<file path="config.mk">
export PLATFORM = sky130hd
export DESIGN_NAME = reg_writeback
export DESIGN_NICKNAME = d
export VERILOG_FILES = /design/src/rtl/rv_pkg.sv /design/src/rtl/wb_fifo.sv /design/src/rtl/reg_writeback.sv
export SDC_FILE = /design/constraint.sdc
export NUM_CORES = 1
export LEC_CHECK = 0
export ABC_AREA = 1
export CORE_ASPECT_RATIO = 1.75
export CORE_UTILIZATION = 40
export CTS_BUF_LIST = sky130_fd_sc_hd__clkbuf_2 sky130_fd_sc_hd__clkbuf_4 sky130_fd_sc_hd__clkbuf_8
export DETAILED_ROUTE_END_ITERATION = 10
export MAX_ROUTING_LAYER = met4
export PLACE_DENSITY = 0.77
export SYNTH_ARGS = -nofsm -noshare
export SYNTH_HDL_FRONTEND = slang
export SYNTH_SLANG_ARGS = --single-unit
</file>
<file path="constraint.sdc">
create_clock -name clk -period 6.25 [get_ports clk]
set_input_delay 1.25 -clock clk [delete_from_list [all_inputs] [get_ports clk]]
set_output_delay 1.25 -clock clk [all_outputs]
set_load 0.005 [all_outputs]
</file>
<file path="src/rtl/rv_pkg.sv">
// rtl/rv_pkg.sv - shared RISC-V types and load encodings for the writeback path
package rv_pkg;

    localparam int XLEN = 32;

    // Register-file address
    typedef logic [4:0] reg_addr_t;

    // Load funct3 encodings
    localparam logic [2:0] F3_LB  = 3'b000;
    localparam logic [2:0] F3_LH  = 3'b001;
    localparam logic [2:0] F3_LW  = 3'b010;
    localparam logic [2:0] F3_LBU = 3'b100;
    localparam logic [2:0] F3_LHU = 3'b101;

    // One pending register write
    typedef struct packed {
        reg_addr_t       rd;
        logic [XLEN-1:0] data;
    } wb_entry_t;

    localparam int WB_ENTRY_W = $bits(wb_entry_t);

endpackage

</file>
<file path="src/rtl/wb_fifo.sv">
// rtl/wb_fifo.sv - 2-entry FIFO with two pushes and one pop per cycle
//
// Ports:
//   clk, reset               clock, synchronous active-high reset
//   push0_valid/push0_data   first write this cycle (lands in front of push1)
//   push1_valid/push1_data   second write this cycle
//   pop                      remove head this cycle (ignored when empty)
//   head_data                oldest entry
//   count                    number of valid entries (0..2)
//
// The caller must never push more than the slots free after the pop.
module wb_fifo #(
    parameter int WIDTH = 37
) (
    input  logic             clk,
    input  logic             reset,
    input  logic             push0_valid,
    input  logic [WIDTH-1:0] push0_data,
    input  logic             push1_valid,
    input  logic [WIDTH-1:0] push1_data,
    input  logic             pop,
    output logic [WIDTH-1:0] head_data,
    output logic [1:0]       count
);

    logic [WIDTH-1:0] q      [2];
    logic [WIDTH-1:0] q_next [2];
    logic [1:0]       cnt_next;

    // Entries are kept head-aligned: slot 0 is always the oldest, so a pop
    // is a shift and a push lands at index = current occupancy.
    always_comb begin
        q_next   = q;
        cnt_next = count;
        if (pop && count != 2'd0) begin
            q_next[0] = q[1];
            cnt_next  = count - 2'd1;
        end
        if (push0_valid) begin
            q_next[cnt_next[0]] = push0_data;
            cnt_next            = cnt_next + 2'd1;
        end
        if (push1_valid) begin
            q_next[cnt_next[0]] = push1_data;
            cnt_next            = cnt_next + 2'd1;
        end
    end

    always_ff @(posedge clk) begin
        if (reset) begin
            q[0]  <= '0;
            q[1]  <= '0;
            count <= 2'd0;
        end else begin
            q     <= q_next;
            count <= cnt_next;
        end
    end

    assign head_data = q[0];

endmodule

</file>
<file path="src/rtl/reg_writeback.sv">
// rtl/reg_writeback.sv - register writeback: ALU/load merge, load extension, busy scoreboard
//
// Ports:
//   clk, reset                         clock, synchronous active-high reset
//   issue_valid/issue_rd/issue_ready   decode claims a destination register
//   alu_valid/alu_rd/alu_data/alu_ready ALU result source
//   ld_valid/ld_rd/ld_funct3/ld_addr_lo/ld_rdata/ld_ready  load data source
//   rf_we/rf_waddr/rf_wdata            registered register-file write port
//   busy                               per-register pending-write scoreboard
module reg_writeback
    import rv_pkg::*;
(
    input  logic            clk,
    input  logic            reset,
    input  logic            issue_valid,
    input  reg_addr_t       issue_rd,
    output logic            issue_ready,
    input  logic            alu_valid,
    input  reg_addr_t       alu_rd,
    input  logic [31:0]     alu_data,
    output logic            alu_ready,
    input  logic            ld_valid,
    input  reg_addr_t       ld_rd,
    input  logic [2:0]      ld_funct3,
    input  logic [1:0]      ld_addr_lo,
    input  logic [31:0]     ld_rdata,
    output logic            ld_ready,
    output logic            rf_we,
    output reg_addr_t       rf_waddr,
    output logic [31:0]     rf_wdata,
    output logic [31:0]     busy
);

    // Select and extend the addressed byte/halfword of a raw memory word.
    function automatic logic [31:0] extend_load(input logic [2:0]  funct3,
                                                input logic [1:0]  addr_lo,
                                                input logic [31:0] word);
        logic [7:0]  b;
        logic [15:0] h;
        b = word[{addr_lo, 3'b000} +: 8];
        h = addr_lo[1] ? word[31:16] : word[15:0];
        case (funct3)
            F3_LB:   extend_load = {{24{b[7]}}, b};
            F3_LH:   extend_load = {{16{h[15]}}, h};
            F3_LBU:  extend_load = {24'h0, b};
            F3_LHU:  extend_load = {16'h0, h};
            default: extend_load = word;
        endcase
    endfunction

    wb_entry_t  head;
    wb_entry_t  ld_entry;
    wb_entry_t  alu_entry;
    wb_entry_t  push0_data;
    logic [1:0] fifo_count;
    logic [1:0] free_slots;
    logic       pop;
    logic       ld_fire;
    logic       alu_fire;
    logic       issue_fire;
    logic [31:0] busy_next;

    // Reset suppresses the pop, so a full FIFO reports no free slot while
    // reset is high; transfers in that cycle are discarded anyway.
    assign pop        = !reset && (fifo_count != 2'd0);
    assign free_slots = 2'd2 - fifo_count + {1'b0, pop};

    // Loads take the first free slot; the ALU needs a second one when a
    // load is also offered. Neither ready depends on alu_valid.
    assign ld_ready  = (free_slots != 2'd0);
    assign alu_ready = ld_valid ? (free_slots == 2'd2) : (free_slots != 2'd0);

    assign ld_fire  = ld_valid  && ld_ready;
    assign alu_fire = alu_valid && alu_ready;

    assign ld_entry  = '{rd: ld_rd,  data: extend_load(ld_funct3, ld_addr_lo, ld_rdata)};
    assign alu_entry = '{rd: alu_rd, data: alu_data};

    // Load goes ahead of the ALU result when both transfer together.
    assign push0_data = ld_fire ? ld_entry : alu_entry;

    wb_fifo #(
        .WIDTH (WB_ENTRY_W)
    ) u_fifo (
        .clk         (clk),
        .reset       (reset),
        .push0_valid (ld_fire || alu_fire),
        .push0_data  (push0_data),
        .push1_valid (ld_fire && alu_fire),
        .push1_data  (alu_entry),
        .pop         (pop),
        .head_data   (head),
        .count       (fifo_count)
    );

    // Write port: one cycle after pop. Entries for x0 are popped silently.
    always_ff @(posedge clk) begin
        if (reset) begin
            rf_we    <= 1'b0;
            rf_waddr <= '0;
            rf_wdata <= '0;
        end else begin
            rf_we <= pop && (head.rd != '0);
            if (pop && head.rd != '0) begin
                rf_waddr <= head.rd;
                rf_wdata <= head.data;
            end
        end
    end

    // Scoreboard
    assign issue_ready = !busy[issue_rd];
    assign issue_fire  = issue_valid && issue_ready && (issue_rd != '0);

    // Clear follows the write by one cycle; a same-cycle set overrides it.
    always_comb begin
        busy_next = busy;
        if (rf_we) begin
            busy_next[rf_waddr] = 1'b0;
        end
        if (issue_fire) begin
            busy_next[issue_rd] = 1'b1;
        end
        busy_next[0] = 1'b0;
    end

    always_ff @(posedge clk) begin
        if (reset) begin
            busy <= '0;
        end else begin
            busy <= busy_next;
        end
    end

endmodule
</file>
==> reports/qor.yml, run 1 <==
timing:
  fin_crit_ns: 4.85
  fin_skew_ns: 0.0131
  final-hold-violation-count: 0
  worstMarginPinSlew_ns: 1.06
  rsz0062_at_grt: "no"
  min_period_over_period_pct: 77.6
  slew_headroom_pct: 29.6
  fin_setup_tns_ns: 0
  fmax_mhz: 206
  slew_violations: 0
  finalSetupViolCount: 0
job:
  cap_violations: 0
synthesis:
  syn_nets: 1259
  muxShareOfSynthArea_pct: 0
  synthArstFlopShare_pct: 0
  synthTopCellsByArea: "dfxtp_1 38%, nand2_1 13%, o21ai_0 11%"
  synth_top_area_share_pct: 38.2
  synth-xor-area-share_pct: 0.115
  synth-edff-count: 0
  syn_area_um2: 7610
  yosysTopAreaCell: "dfxtp_1"
  syn_avg_cell_area_um2: 6.51
  synthSimpleGateAreaFrac_pct: 28.6
  yosys_warnings: 0
  synth_compound_area_share_pct: 23.5
  postSynthCellCount: 1168
  ys_types: 31
  ys_ff_latch: 145
  synth_top_family_by_area: "simple AND/OR/NAND/NOR gates"
  synth_seq_area_share_pct: 38.2
  synth_adder_area_share_pct: 0.329
  synth_flop_cell: "dfxtp_1"
floorplanning:
  io_pins: 162
  fp.dieArea_um2: 19600
  die_x_um: 106
  die_y_um: 184
  rows: 66
  core_um2: 18600
  initial_core_util_pct: 40.9
clock_tree:
  cts_buffers: 17
  cts_tree: "done"
  cts.sinks: 145
  htreeDepth: 4
  cts_buffer_depth: 2
  path_clk_slew_ns: 0.08
  post_cts_buffers: 0
  cts_hold_buf: 0
  clock-root-buffer: "clkbuf_8"
  ctsResizeCount: 0
  clk_latency_ns: 0.45
final_layout:
  finalNonFillerCells: 1528
  final_nets: 1368
  drive_above_1_share_pct: 6.20
  synthToLayoutAreaGrowth_pct: 27.1
  layout.cells.most_common: "nand2_1"
  final_cell_mix: "270 x nand2_1, 168 x o21ai_0, 159 x clkdlybuf4s50_1, 145 x dfxtp_1, 128 x a21oi_1"
  antenna_cells: 0
global_route:
  grt_pass1_wl_mm: 37.9
  gr-total-overflow: 0
  grt_pass1_vias: 7510
  track_usage_pct: 25.4
  grt_max_degree: 71
  antenna_found_initial: 0
routing:
  postRouteAntennaNets: 0
  drt_first_iter_violations: 569
  post_drt_wl_per_cell_um: 15.7
  via_per_inst: 5.37
  finalWirelength_mm: 23.9
  drc_errors: 0
  drt_first_pass_iters: 5
  via_count: 8212
power_and_ir_drop:
  fin_total_pwr_w: 0.00370
  vdd_drop_max_uv: 323
  power_density_nw_per_um2: 383
  p_leak_nw: 3.86
worst_setup_path:
  r2r_setup_slack_ns: 2.54
  worstSetupPathType: "in -> out"
  critPathMostFrequentCell: "nand2_1"
  crit_slowest_cell: "clkdlybuf4s50_1"
  cp_max_fo: 19
  critical-path-top-delay-family: "buffers and inverters"
  critPathMaxStageDelay_ns: 0.94
  cp.required_ns: 5.00
  cp-start-kind: "input pin"
  path_cells: "clkdlybuf4s50_1 > inv_4 > nand2_1 > nand2_1 > nand2_1 > nand2_1 > nand2_1 > nand2_1 > nor2_1 > nand2_1 > inv_1 > clkdlybuf4s50_1"
  cp-end-kind: "output pin"
  cp_num_buf_inv: 4
  critPathArrivalTime_ns: 3.60
min_path:
  holdCritPathClass: "reg -> reg"
place:
  dpl.hpwl_mm: 17.6
  globalplace.congestion: 0.964
  numPortBuffers: 160
  dp.cells: 1496
run_status:
  status: "finished clean"
[per-layer routing]
metal  wire, um  track usage (%)  part of all wire, %  vias up
li1           -                -                    -     4104
met2      12400             44.9                   52      284
met1       9120             26.3                   38     3748
met4       1410             16.7                  5.9        0
met5          0                -                    0        -
met3       1000             3.18                  4.2       76
[layout make-up]
class                           count  area, um2
Fill cell                        1862       8910
Inverter                           92        348
Timing Repair Buffer              169       1660
Tap cell                          238        298
Clock inverter                     12        180
Multi-Input combinational cell    852       4010
Clock buffer                       20        269
Sequential cell                   145       2900
[per-stage QoR]
step / setup WS (ns) / utilization [%] / hold WS [ns] / cell area (um2)
2_1_floorplan: 2.53 / - / 0.426 / 7610
4_1_cts: 1.38 / 52.0 / 0.457 / 9670
5_1_grt: 1.16 / 52.0 / 0.472 / 9670
3_3_place_gp: 1.40 / 49.6 / 0.435 / 9220
3_5_place_dp: 1.38 / 49.6 / 0.439 / 9220
6_report: 1.40 / 52.0 / 0.457 / 9670
[kinds of logic after synthesis]
family | after synthesis
AND/OR/NAND/NOR | 510
AO/OA/AOI/OAI | 338
buffers and inverters | 171
flip-flops | 145
adder cells (fa/ha/maj) | 2
XOR/XNOR | 1
other | 1
[report_power, final]
group	internal (W)	leakage (nW)	switching [W]
logic	0.000596	2.45	0.000962
registers	0.00119	1.19	0.000126
clock network	0.000462	0.223	0.000367
total	0.00225	3.86	0.00146
[path summary, 6_finish.rpt]
kind | end | startpoint | depth (start not counted)
worst max-delay path | issue_ready | issue_rd[0] | 12
worst min-delay path | rf_wdata[22] | u_fifo.head_data[22] | 2
worst max register to register | u_fifo.q[28] | u_fifo.count[1] | 14
worst min register to register | rf_wdata[22] | u_fifo.head_data[22] | 2
[cell usage after synthesis, types with 2 or more instances]
| cell type | count |
|---|---|
| nor2_1 | 81 |
| nand4_1 | 6 |
| o21a_1 | 5 |
| nor2_4 | 2 |
| nor3_1 | 9 |
| a31oi_1 | 4 |
| a21oi_1 | 128 |
| nand3_1 | 113 |
| nand2_1 | 271 |
| o211ai_1 | 29 |
| dfxtp_1 | 145 |
| clkbuf_1 | 52 |
| clkinv_1 | 2 |
| inv_2 | 5 |
| buf_1 | 9 |
| ha_1 | 2 |
| buf_2 | 12 |
| nand3_2 | 2 |
| o21ai_0 | 168 |
| buf_6 | 5 |
| or2_2 | 25 |
| inv_1 | 84 |
[flip-flops by register name, indices dropped and copies added, names as in the netlist]
| signal | count |
|---|---|
| busy | 31 |
| rf_waddr | 5 |
| rf_wdata | 32 |
| rf_we | 1 |
| u_fifo.count | 2 |
| u_fifo.head_data | 37 |
| u_fifo.q | 37 |
[worst reg2reg max path: stages, from the launching register on]
cell and delay (ns):
dfxtp_1 0.37, inv_2 0.05, ha_1 0.19, nor2_2 0.13
inv_1 0.05, buf_4 0.23, ha_1 0.44, nand3_2 0.18
nand2_2 0.56, inv_2 0.09, nand3_2 0.39, inv_2 0.35
or2_2 0.39, a21oi_1 0.14, nor2_1 0.06
(Power assumes the default switching activity.)
==> run 2, diff against run 1 <==
==> constraint.sdc (replaced) <==
create_clock -name clk -period 4.8 [get_ports clk]
set_input_delay 0.96 -clock clk [delete_from_list [all_inputs] [get_ports clk]]
set_output_delay 0.96 -clock clk [all_outputs]
set_load 0.005 [all_outputs]
==> run 2 against run 1 <==
Against the previous run: count of clock-buffer cells in the layout fell by 1; non-clock buffer count rose by 6; total power rose by 28%; highest routed layer unchanged; final area rose by 0.23%; clock power rose by 22%; critical path type unchanged; die area did not move; largest power group unchanged; critical path depth rose by 1.
==> reports/qor.yml, run 2 (synthesized netlist as in run 1, its figures left out) <==
worst_setup_path:
  critical_path.startpoint: "issue_rd[0]"  # unchanged
  cp_max_fo: 19  # unchanged
  critPathArrivalTime_ns: 2.94  # was 3.60 ns
  reg2reg_depth: 14  # unchanged
  worstSetupPathType: "in -> out"  # unchanged
  r2r_start: "u_fifo.count[1]"  # unchanged
  r2r_setup_slack_ns: 1.58  # was 2.54 ns
  cp.required_ns: 3.84  # was 5.00 ns
  cp-start-kind: "input pin"  # unchanged
  cp-end-kind: "output pin"  # unchanged
  r2r_end: "u_fifo.q[25]"  # was u_fifo.q[28]
routing:
  via_per_inst: 5.30  # was 5.37
  drc_errors: 0  # unchanged
  post_drt_wl_per_cell_um: 15.4  # was 15.7 um
  drt_first_iter_violations: 585  # was 569
  via_count: 8132  # was 8212
  finalWirelength_mm: 23.5  # was 23.9 mm
  postRouteAntennaNets: 0  # unchanged
  drt_first_pass_iters: 7  # was 5
global_route:
  grt_pass1_vias: 7639  # was 7510
  gr-total-overflow: 0  # unchanged
  grt_pass1_wl_mm: 37.5  # was 37.9 mm
  grt_max_degree: 80  # was 71
  antenna_found_initial: 0  # unchanged
  track_usage_pct: 25.2  # was 25.4%
floorplanning:
  io_pins: 162  # unchanged
  die_x_um: 106  # unchanged
  fp.dieArea_um2: 19600  # unchanged
  core_um2: 18600  # unchanged
  initial_core_util_pct: 40.9  # unchanged
  die_y_um: 184  # unchanged
  rows: 66  # unchanged
timing:
  fin_crit_ns: 3.90
  final-hold-violation-count: 0  # unchanged
  slew_violations: 0  # unchanged
  fin_skew_ns: 0.0168  # was 0.0131 ns
  slew_headroom_pct: 30.8  # was 29.6%
  worstMarginPinSlew_ns: 1.03  # was 1.06 ns
  fin_setup_tns_ns: 0  # unchanged
  fmax_mhz: 257
  finalSetupViolCount: 0  # unchanged
  rsz0062_at_grt: "no"  # unchanged
  min_period_over_period_pct: 81.2
place:
  dpl.hpwl_mm: 17.5  # was 17.6 mm
  numPortBuffers: 160  # unchanged
  globalplace.congestion: 0.963  # was 0.964
clock_tree:
  cts_buffer_depth: 2  # unchanged
  path_clk_slew_ns: 0.08  # about the same
  htreeDepth: 4  # unchanged
  clk_latency_ns: 0.46  # was 0.45 ns
  cts_tree: "done"  # unchanged
  cts_buffers: 17  # unchanged
  post_cts_buffers: 0  # unchanged
  clock-root-buffer: "clkbuf_8"  # unchanged
  cts.sinks: 145  # unchanged
  ctsResizeCount: 0  # unchanged
  cts_hold_buf: 0  # unchanged
power_and_ir_drop:
  p_leak_nw: 3.87  # was 3.86 nW
  power_density_nw_per_um2: 489  # was 383 nW/um2
  vdd_drop_max_uv: 280  # was 323 uV
final_layout:
  final_cell_mix: "270 x nand2_1, 168 x o21ai_0, 159 x clkdlybuf4s50_1, 145 x dfxtp_1, 128 x a21oi_1"  # unchanged
  drive_above_1_share_pct: 6.56  # was 6.20%
  synthToLayoutAreaGrowth_pct: 27.4  # was 27.1%
  antenna_cells: 0  # unchanged
  finish.utilization_pct: 52.2  # was 52.0%
  layout.cells.most_common: "nand2_1"  # unchanged
  final_nets: 1374  # was 1368
min_path:
  hold_end: "rf_wdata[22]"  # unchanged
  hp-start: "u_fifo.head_data[22]"  # unchanged
  holdCritPathClass: "reg -> reg"  # unchanged
  worst_hold_path.num_cells: 2  # unchanged
run_status:
  status: "finished clean"  # unchanged
job:
  cap_violations: 0  # unchanged
## run 2: cell count changes in the layout (fill, tap and decap cells not counted)
cell and delta:
buf_12 +1, buf_4 +5, bufinv_16 -1, clkbuf_8 -1, clkinv_4 +1
## run 2: worst max-delay path, stage by stage
cell,delay [ns]
clkdlybuf4s50_1,0.46
buf_4,0.23
inv_4,0.12
nand2_1,0.07
nand2_1,0.05
nand2_1,0.05
nand2_1,0.05
nand2_1,0.05
nand2_1,0.05
nor2_1,0.16
nand2_1,0.13
inv_1,0.07
clkdlybuf4s50_1,0.49
## run 2: power breakdown
| group | total (W) | internal, W | leakage, nW | switching, W |
|---|---|---|---|---|
| Sequential | 0.00171 | 0.00155 | 1.19 | 0.000164 |
| Combinational | 0.00202 | 0.000782 | 2.48 | 0.00124 |
| Clock | 0.00101 | 0.000533 | 0.206 | 0.000474 |
| Total | 0.00474 | 0.00286 | 3.87 | 0.00188 |
## run 2: stage by stage
step	hold WS [ns]	power, W	cells	setup WS, ns	cell area, um2
2_1_floorplan	0.426	0.00305	1168	1.66	7610
4_1_cts	0.455	0.00476	1533	0.872	9690
6_report	0.458	0.00474	1533	0.903	9690
3_3_place_gp	0.437	0.00370	1502	0.874	9280
3_5_place_dp	0.446	0.00375	1502	0.883	9280
5_1_grt	0.480	0.00509	1533	0.732	9690
## run 2: worst max-delay path by stage
stage | to | slack, ns | cells past startpoint
floorplan | alu_ready | 1.66 | 7
global placement | issue_ready | 0.87 | 13
detailed placement | issue_ready | 0.88 | 13
CTS | issue_ready | 0.87 | 13
global route | issue_ready | 0.73 | 9
finish | issue_ready | 0.90 | 13
## run 2: area by class of cell
cell class                      count  area [um2]
Tap cell                          238         298
Fill cell                        1941        8890
Multi-Input combinational cell    852        4010
Timing Repair Buffer              175        1720
Clock inverter                     12         159
Clock buffer                       19         255
Sequential cell                   145        2900
Inverter                           92         348
## run 2: routing by layer
layer,GRT usage (%),wire length (um)
met1,25.6,8820
met5,-,0
met4,15.1,1280
met2,45.0,12200
met3,4.03,1190
